## config.mk

```make
export PLATFORM = sky130hd
export DESIGN_NAME = debounce_arbiter
export DESIGN_NICKNAME = d
export VERILOG_FILES = /design/src/rtl/debounce_pkg.sv /design/src/rtl/debounce_timer.sv /design/src/rtl/debounce_arbiter.sv
export SDC_FILE = /design/constraint.sdc
export NUM_CORES = 1
export LEC_CHECK = 0
export ABC_AREA = 1
export CORE_MARGIN = 5
export CORE_UTILIZATION = 61
export CTS_CLUSTER_DIAMETER = 60
export DETAILED_ROUTE_END_ITERATION = 12
export PLACE_DENSITY = 0.84
export SYNTH_ARGS = -nofsm -noshare
export SYNTH_HDL_FRONTEND = slang
export SYNTH_HIERARCHICAL = 1
export SYNTH_SLANG_ARGS = --single-unit
```

## constraint.sdc

```tcl
create_clock -name clk -period 3 [get_ports clk]
set_input_delay 0.45 -clock clk [delete_from_list [all_inputs] [get_ports clk]]
set_output_delay 0.45 -clock clk [all_outputs]
set_load 0.005 [all_outputs]
```

## src/rtl/debounce_pkg.sv

```systemverilog
// Shared definitions for the push-button debouncer: FSM encoding, timing constants
// and a width helper.
package debounce_pkg;

   typedef enum logic [1:0] {
      IDLE   = 2'd0,
      TIMING = 2'd1,
      COMMIT = 2'd2
   } state_t;

   localparam int CLK_HZ    = 5_000_000;
   // 8 ms is 1/125 of a second
   localparam int TICKS_8MS = CLK_HZ / 125;

   // Minimum index width for n items, never less than one bit.
   function automatic int clog2(input int n);
      int r;
      r = 0;
      while ((1 << r) < n) r++;
      return (r < 1) ? 1 : r;
   endfunction

endpackage

```

## src/rtl/debounce_timer.sv

```systemverilog
// Shared stability timer: counts while start is high, saturates at TICKS-1,
// and clears whenever start drops.
module debounce_timer #(
   parameter int TICKS = 40000,
   parameter int CW    = 16
)(
   input  logic clk,
   input  logic rst,
   input  logic start,
   output logic done
);

   logic [CW-1:0] r_count;

   always_ff @(posedge clk) begin
      if (rst || !start) begin
         r_count <= '0;
      end else if (r_count != CW'(TICKS - 1)) begin
         r_count <= r_count + 1'b1;
      end
   end

   assign done = (r_count == CW'(TICKS - 1));

endmodule

```

## src/rtl/debounce_arbiter.sv

```systemverilog
// Multi-button debouncer sharing one stability timer among all buttons through a
// round-robin grant; emits clean levels plus one-cycle press/release pulses.
module debounce_arbiter
   import debounce_pkg::*;
#(
   parameter int NBTN  = 4,
   parameter int TICKS = TICKS_8MS,
   parameter int CW    = 16
)(
   input  logic                     clk,
   input  logic                     rst,
   input  logic [NBTN-1:0]          btn_raw,
   output logic [NBTN-1:0]          btn_clean,
   output logic [NBTN-1:0]          btn_press,
   output logic [NBTN-1:0]          btn_release,
   output logic                     busy,
   output logic [clog2(NBTN)-1:0]   grant_idx
);

   localparam int IW = clog2(NBTN);

   state_t          r_state, w_state_nxt;
   logic [NBTN-1:0] r_s1_p0, r_sync_p1;
   logic [NBTN-1:0] w_pending;
   logic [IW-1:0]   r_last, w_sel, w_cand;
   logic            r_target;
   logic            w_found, w_bounce, w_grant_ld, w_last_ld, w_commit;
   logic            w_timer_start, w_timer_done;

   // stage p0 -> p1: two-flop synchroniser for the asynchronous pins
   always_ff @(posedge clk) begin
      if (rst) begin
         r_s1_p0   <= '0;
         r_sync_p1 <= '0;
      end else begin
         r_s1_p0   <= btn_raw;
         r_sync_p1 <= r_s1_p0;
      end
   end

   assign w_pending = r_sync_p1 ^ btn_clean;

   // First pending button after the last one served, wrapping around.
   always_comb begin
      w_found = 1'b0;
      w_sel   = '0;
      w_cand  = '0;
      for (int k = 1; k <= NBTN; k++) begin
         w_cand = IW'((int'(r_last) + k) % NBTN);
         if (!w_found && w_pending[w_cand]) begin
            w_found = 1'b1;
            w_sel   = w_cand;
         end
      end
   end

   assign w_bounce      = (r_sync_p1[grant_idx] != r_target);
   assign w_timer_start = (r_state == TIMING);
   assign busy          = (r_state != IDLE);

   debounce_timer #(
      .TICKS (TICKS),
      .CW    (CW)
   ) u_timer (
      .clk   (clk),
      .rst   (rst),
      .start (w_timer_start),
      .done  (w_timer_done)
   );

   always_ff @(posedge clk) begin
      if (rst) r_state <= IDLE;
      else     r_state <= w_state_nxt;
   end

   always_comb begin
      w_state_nxt = r_state;
      w_grant_ld  = 1'b0;
      w_last_ld   = 1'b0;
      w_commit    = 1'b0;
      case (r_state)
         IDLE: begin
            if (w_found) begin
               w_state_nxt = TIMING;
               w_grant_ld  = 1'b1;
            end
         end
         TIMING: begin
            // a bounce wins even on the cycle the timer completes
            if (w_bounce) begin
               w_state_nxt = IDLE;
               w_last_ld   = 1'b1;
            end else if (w_timer_done) begin
               w_state_nxt = COMMIT;
            end
         end
         COMMIT: begin
            w_state_nxt = IDLE;
            w_commit    = 1'b1;
            w_last_ld   = 1'b1;
         end
         default: w_state_nxt = IDLE;
      endcase
   end

   // stage p2: registered grant, clean levels and pulses
   always_ff @(posedge clk) begin
      if (rst) begin
         grant_idx   <= '0;
         r_target    <= 1'b0;
         r_last      <= IW'(NBTN - 1);
         btn_clean   <= '0;
         btn_press   <= '0;
         btn_release <= '0;
      end else begin
         btn_press   <= '0;
         btn_release <= '0;
         if (w_grant_ld) begin
            grant_idx <= w_sel;
            r_target  <= r_sync_p1[w_sel];
         end
         if (w_last_ld) r_last <= grant_idx;
         if (w_commit) begin
            btn_clean[grant_idx]   <= r_target;
            btn_press[grant_idx]   <= r_target;
            btn_release[grant_idx] <= ~r_target;
         end
      end
   end

endmodule

```

==> results of run 1 <==
worst max path at each step:
stage	slack (ps)	from	cells past startpoint	end
after global placement	780	rst	5	btn_clean[3]
after floorplan	1430	r_last[0]	16	r_target
after global routing	750	r_last[0]	13	r_target
after detailed placement	730	rst	5	btn_clean[0]
final	1000	r_last[0]	15	r_target
after CTS	1000	r_state[0]	4	busy
report_power, final:
part	total (uW)	switching, uW	internal (uW)
sequential	620	29.2	591
clock	458	189	269
combinational	199	123	76.4
total	1280	341	936
per-layer routing:
metal	part of all wire, %	GRT usage, %
met5	0	0
met4	0.93	3.97
met1	47	28.1
met2	44	33.2
met3	7.3	4.83
synthesized netlist by cell type (2+ instances only):
cell	number	area (um2)
nand2_1	81	304
dfxtp_1	43	861
inv_1	43	161
nand3_1	39	195
nor2_1	39	146
a21oi_1	19	95.1
nand4_1	8	50.1
nand2_2	5	31.3
o21ai_0	5	25.0
a31o_2	4	35.0
ha_1	4	50.1
nand3_2	4	40.0
nor2_2	4	25.0
xnor2_1	3	26.3
buf_2	2	10.0
clkinv_1	2	7.51
clkinv_4	2	17.5
nand2_4	2	22.5
nor2_4	2	22.5
nor3_1	2	10.0
xor2_1	2	17.5
sequential cells by signal, indices dropped and copies added, names as in the netlist:
| signal | flops |
|---|---|
| r_last | 2 |
| r_state | 2 |
| btn_release | 4 |
| btn_press | 4 |
| u_timer/r_count | 16 |
| r_s1_p0 | 4 |
| btn_clean | 4 |
| r_target | 1 |
| grant_idx | 2 |
| r_sync_p1 | 4 |
cell type report:
| class | instances | area [um2] |
|---|---|---|
| tap | 48 | 60.1 |
| multi-input combinational | 230 | 1160 |
| clock buffer | 6 | 82.6 |
| sequential | 43 | 861 |
| fill | 312 | 1010 |
| inverter | 48 | 190 |
| timing repair buffer | 20 | 200 |
| clock inverter | 2 | 35.0 |
tightest hold or removal path, cell delays in order, from the launching register on:
cell	delay [ps]
dfxtp_1	300
inv_1	40
nor2_1	30
kinds of logic after synthesis:
| group | count (synthesis) | share of synthesized area [%] |
|---|---|---|
| adders and majority gates | 4 | 2.24 |
| DFF | 43 | 38.5 |
| and+or+nand+nor | 189 | 39.2 |
| buffers and inverters | 52 | 9.61 |
| xor gates and xnor gates | 5 | 1.96 |
| AOI/OAI and AO/OA | 32 | 8.50 |
stage by stage:
step | utilization (%) | total power, uW
after floorplan | - | 773
after global placement | 68.6 | 825
after detailed placement | 68.6 | 830
after CTS | 71.9 | 1290
after global routing | 71.9 | 1350
final | 71.9 | 1280
==> reports/results.tsv, run 1 <==
stage	metric	value	unit
clocking	cts_max_level	2	
drt	drc	0	
final_layout	layout_commonest_cell	nand2_1	
synth	synthCells	325	
timing	slew_violations	0	
floorplanning	dieWidth	70.6	um
drt	drtIter0Drc	123	
final_layout	final_cells	397	
critical_path	r2r-start	r_last[0]	
critical_path	critPathMaxFanout	9	
synth	syn_nets	335	
clocking	ctsRootBufferMaster	clkbuf_8	
timing	fin_tns_setup	0	ps
place	dpl.hpwl	3600	um
grt	grt_max_degree	14	
drt	routed_via_density	5.28	
final_layout	nets	358	
timing	fmax	499	MHz
grt	grt-ovfl-total	0	
grt	grtUsageTotal	20.4	%
clocking	cts_num_sinks	43	
worst_hold_path	whs_path_depth	2	
final_layout	antennaDiodeCount	0	
clocking	cts_buffers	5	
timing	slew_headroom	71.0	%
timing	setup_viol	0	
worst_hold_path	min_from	r_s1_p0[0]	
floorplanning	fp.coreArea	3610	um2
final_layout	final_cell_mix	nand2_1, inv_1, dfxtp_1, nor2_1, nand3_1	
worst_hold_path	hold_path.class	register to register	
final_layout	syn2layout_area_growth	15.8	%
clocking	hold_buffers	0	
critical_path	critPathLaunchType	register	
timing	hold_viol_final	0	
critical_path	path_cells	clkinv_4 -> nand2_1 -> nand2_4 -> clkinv_4 -> nand3_1 -> nand2_2 -> nand3_1 -> nand2_1 -> nand2_1 -> nand2_1 -> inv_2 -> nand3_2 -> nand3_1 -> nand2_1 -> inv_1	
place	dpl_cell_area	2470	um2
timing	setup_ws	997	ps
run_status	status	completed	
clocking	cts_tree	built	
synth	syn_area	2240	um2
grt	grt_pass1_wl	8400	um
clocking	cts_resized	0	
critical_path	worst-path-buf-inv	4	
timing	period_share	66.8	%
timing	worst_pin_slew	434	ps
synth	ys_ff_latch	43	
power	power_density	493	nW/um2
synth	syn_avg_cell_area	6.89	um2
clocking	clock_latency	290	ps
critical_path	crit_slowest_cell	dfxtp_1	
place	dpl.cell_count	389	
synth	yosysSeqAreaShare	38.5	%
timing	fin_hold_ws	405	ps
critical_path	cp-end-kind	register	
floorplanning	ios	21	
synth	ys.flop_type	dfxtp_1	
drt	wl_per_cell	11.7	um
power	ir_drop	0.000322	V
clocking	cts.path.max_buffers	2	
power	leakagePower	0.00102	uW
timing	skew	5.12	ps
clocking	clk_pin_slew	70	ps
synth	yosys_warnings	6	
floorplanning	die_area	4980	um2
timing	min_period	2000	ps
synth	synth-edff-count	0	
critical_path	reg2reg_slack	1000	ps
critical_path	timing.rr.end	r_target	
critical_path	cp_top_family	simple AND/OR/NAND/NOR gates	
floorplanning	die_height	70.6	um
critical_path	rr_worst_depth	15	
critical_path	cp.arrival	2200	ps
grt	grt_pass1_vias	1915	
place	pre_cts_ws	729	ps
floorplanning	rows	22	
drt	ant_nets	0	
clocking	cts_setup_buffers	0	
drt	vias	2097	
place	portBuffers	20	
synth	ys_async_sr_fraction	0	%
critical_path	worstSetupPathType	register to register	
critical_path	required	3190	ps
critical_path	cp_common_cell	nand2_1	
drt	drtPass1Iterations	4	
worst_hold_path	hold_end	r_sync_p1[0]	
grt	antenna_found_initial	0	
final_layout	drive_gt1_share	9.74	%
timing	rsz0062_at_grt	no	
place	routabilityCongestion	0.859	
floorplanning	start_util	62.1	%
final_layout	finalInstanceArea	2590	um2
critical_path	slowest_delay	580	ps
run	drv_cap	0	
drt	wl	4640	um
synth	ys_types	31	
(Power assumes the default switching activity.)
==> inputs of run 2 (changes only) <==
--- a/config.mk
+++ b/config.mk
@@ -7,10 +7,10 @@
 export LEC_CHECK = 0
 export ABC_AREA = 1
 export CORE_MARGIN = 5
-export CORE_UTILIZATION = 61
+export CORE_UTILIZATION = 57
 export CTS_CLUSTER_DIAMETER = 60
 export DETAILED_ROUTE_END_ITERATION = 12
-export PLACE_DENSITY = 0.84
+export PLACE_DENSITY = 0.79
 export SYNTH_ARGS = -nofsm -noshare
 export SYNTH_HDL_FRONTEND = slang
 export SYNTH_HIERARCHICAL = 1
==> constraint.sdc (replaced) <==
create_clock -name clk -period 2.1 [get_ports clk]
set_input_delay 0.315 -clock clk [delete_from_list [all_inputs] [get_ports clk]]
set_output_delay 0.315 -clock clk [all_outputs]
set_load 0.005 [all_outputs]
==> reports/results.tsv, run 2 (synthesis gave the netlist of run 1 again) <==
stage	metric	value	unit	change
final_layout	largest_reg_flops	16		unchanged
final_layout	nFillCells	347		+11%
critical_path	reg2reg_slack	320	ps	-680 ps
power	power_density	650	nW/um2	+32%
final_layout	top_register	u_timer/r_count		
critical_path	critPathMaxFanout	3		-6
clocking	clock_latency	290	ps	about the same
place	dpl_cell_area	2500	um2	+1.2%
timing	slew_violations	0		unchanged
clocking	cts_buffers	5		unchanged
final_layout	syn2layout_area_growth	15.7	%	about the same
critical_path	cp-end-kind	primary output		
clocking	clk_pin_slew	80	ps	about the same
final_layout	layout_commonest_cell	nand2_1		
grt	grtUsageTotal	19.0	%	-1.4 points
critical_path	critPathLaunchType	register		
floorplanning	die_area	5280	um2	+6.0%
critical_path	required	1780	ps	-1410 ps
worst_hold_path	hold_path.class	register to register		
drt	wl_per_cell	11.2	um	-3.8%
critical_path	r2r-start	u_timer/r_count[1]		
power	ir_drop	0.000446	V	+38%
critical_path	startpoint	r_state[0]		
critical_path	cp_common_cell	inv_1		
drt	wl	4510	um	-2.8%
timing	fin_tns_setup	0	ps	unchanged
grt	globalRouteMet2Util	28.4	%	-4.8 points
run	drv_cap	0		unchanged
grt	antenna_found_initial	0		unchanged
clocking	cts_setup_buffers	0		unchanged
final_layout	finalInstanceArea	2590	um2	about the same
timing	setup_viol	0		unchanged
clocking	ctsRootBufferMaster	clkbuf_8		
final_layout	ff_latch_area	862	um2	+0.15%
grt	met1_usage	27.7	%	-0.40 points
clocking	cts_tree	built		
place	routabilityCongestion	0.910		+6.0%
critical_path	path_cells	inv_1 -> ha_1 -> inv_1 -> clkdlybuf4s50_1		
timing	rsz0062_at_grt	no		
timing	min_period	1850	ps	
grt	top_usage_layer	met2		
critical_path	crit_path_end	busy		
final_layout	final_cells	401		+1.0%
drt	vias	2074		-1.1%
floorplanning	ios	21		unchanged
grt	grt_max_degree	14		unchanged
place	portBuffers	20		unchanged
floorplanning	start_util	59.8	%	-2.3 points
drt	drc	0		unchanged
final_layout	final_util	69.2	%	-2.7 points
clocking	cts_max_level	2		unchanged
timing	skew	7.29	ps	+2.18 ps
timing	fin_hold_ws	406	ps	+0.796 ps
drt	drtIter0Drc	163		+33%
timing	hold_viol_final	0		unchanged
timing	fmax	539	MHz	
critical_path	timing.rr.end	r_state[0]		
critical_path	cp.arrival	1540	ps	-660 ps
final_layout	final_cell_mix	nand2_1, inv_1, dfxtp_1, nor2_1, nand3_1		
drt	drtPass1Iterations	4		unchanged
power	leakagePower	0.00102	uW	about the same
grt	gr-usage-met3	2.89	%	-1.9 points
critical_path	crit_slowest_cell	clkdlybuf4s50_1		
place	dpl.cell_count	393		+1.0%
grt	grt-ovfl-total	0		unchanged
drt	routed_via_density	5.17		-2.1%
final_layout	drive_gt1_share	10.8	%	+1.0 points
critical_path	worstSetupPathType	register to primary output		
place	dpl.hpwl	3560	um	-1.3%
floorplanning	dieWidth	72.7	um	+3.0%
timing	period_share	88.3	%	
final_layout	multi_input_area	1160	um2	unchanged
clocking	cts.path.max_buffers	2		unchanged
timing	slew_headroom	77.3	%	+6.3 points
clocking	cts_num_sinks	43		unchanged
run_status	status	completed		
grt	grt_pass1_wl	8070	um	-4.0%
drt	ant_nets	0		unchanged
floorplanning	die_height	72.7	um	+3.0%
critical_path	rr_worst_depth	9		-6
final_layout	antennaDiodeCount	0		unchanged
final_layout	nets	362		+1.1%
floorplanning	fp.coreArea	3740	um2	+3.8%
timing	worst_pin_slew	339	ps	-94.3 ps
floorplanning	rows	22		unchanged
critical_path	slowest_delay	510	ps	-70 ps
grt	grt_pass1_vias	1806		-5.7%
## run 2: cell types whose count changed in the layout (fill, tap and decap cells not counted), sizes merged
cell      before  now
buf            0    4
bufinv         1    0
clkinvlp       0    1
## run 2: worst min path at each step
stage | from | to | slack (ps) | cells after the start
floorplan | r_s1_p0[0] | r_sync_p1[0] | 390 | 2
global placement | r_s1_p0[0] | r_sync_p1[0] | 390 | 2
detailed placement | r_s1_p0[3] | r_sync_p1[3] | 400 | 2
CTS | r_s1_p0[3] | r_sync_p1[3] | 410 | 2
global route | r_s1_p0[3] | r_sync_p1[3] | 420 | 2
finish | r_s1_p0[3] | r_sync_p1[3] | 410 | 2
## run 2: metrics by stage
step | power (uW) | setup slack, ps
6_report | 1680 | 246
5_1_grt | 1780 | 55.7
4_1_cts | 1700 | 211
3_5_place_dp | 1200 | 228
3_3_place_gp | 1190 | 291
2_1_floorplan | 1100 | 532
## run 2: power by group
group | internal, uW | total (uW) | switching [uW]
registers | 844 | 880 | 35.9
logic | 120 | 299 | 180
clock network | 232 | 504 | 272
## run 2: layout make-up
type	instances	area share, %
multi-input cells	230	44.9
flip-flops and latches	43	33.3
repair buffers	24	8.89
inverters	48	7.34
clock buffers	6	2.80
well taps	48	2.32
clock inverters	2	0.483
## run 2: critical path, delay by kind of cell (launching register included)
family     cells  cell delay, ps
flops          1             360
buf+inv        3             680
fa+ha+maj      1             210
## run 2: what timing repair did
| item | in CTS | in global routing |
|---|---|---|
| hold buffers | 0 | 0 |
| resized for setup | 0 | 1 |
| endpoints found under the setup margin | 0 | 1 |
## run 2: layer usage
metal	wire (um)	up-vias
met5	0	-
met4	53	0
met3	310	5
met2	1950	58
met1	2190	917
li1	-	1094
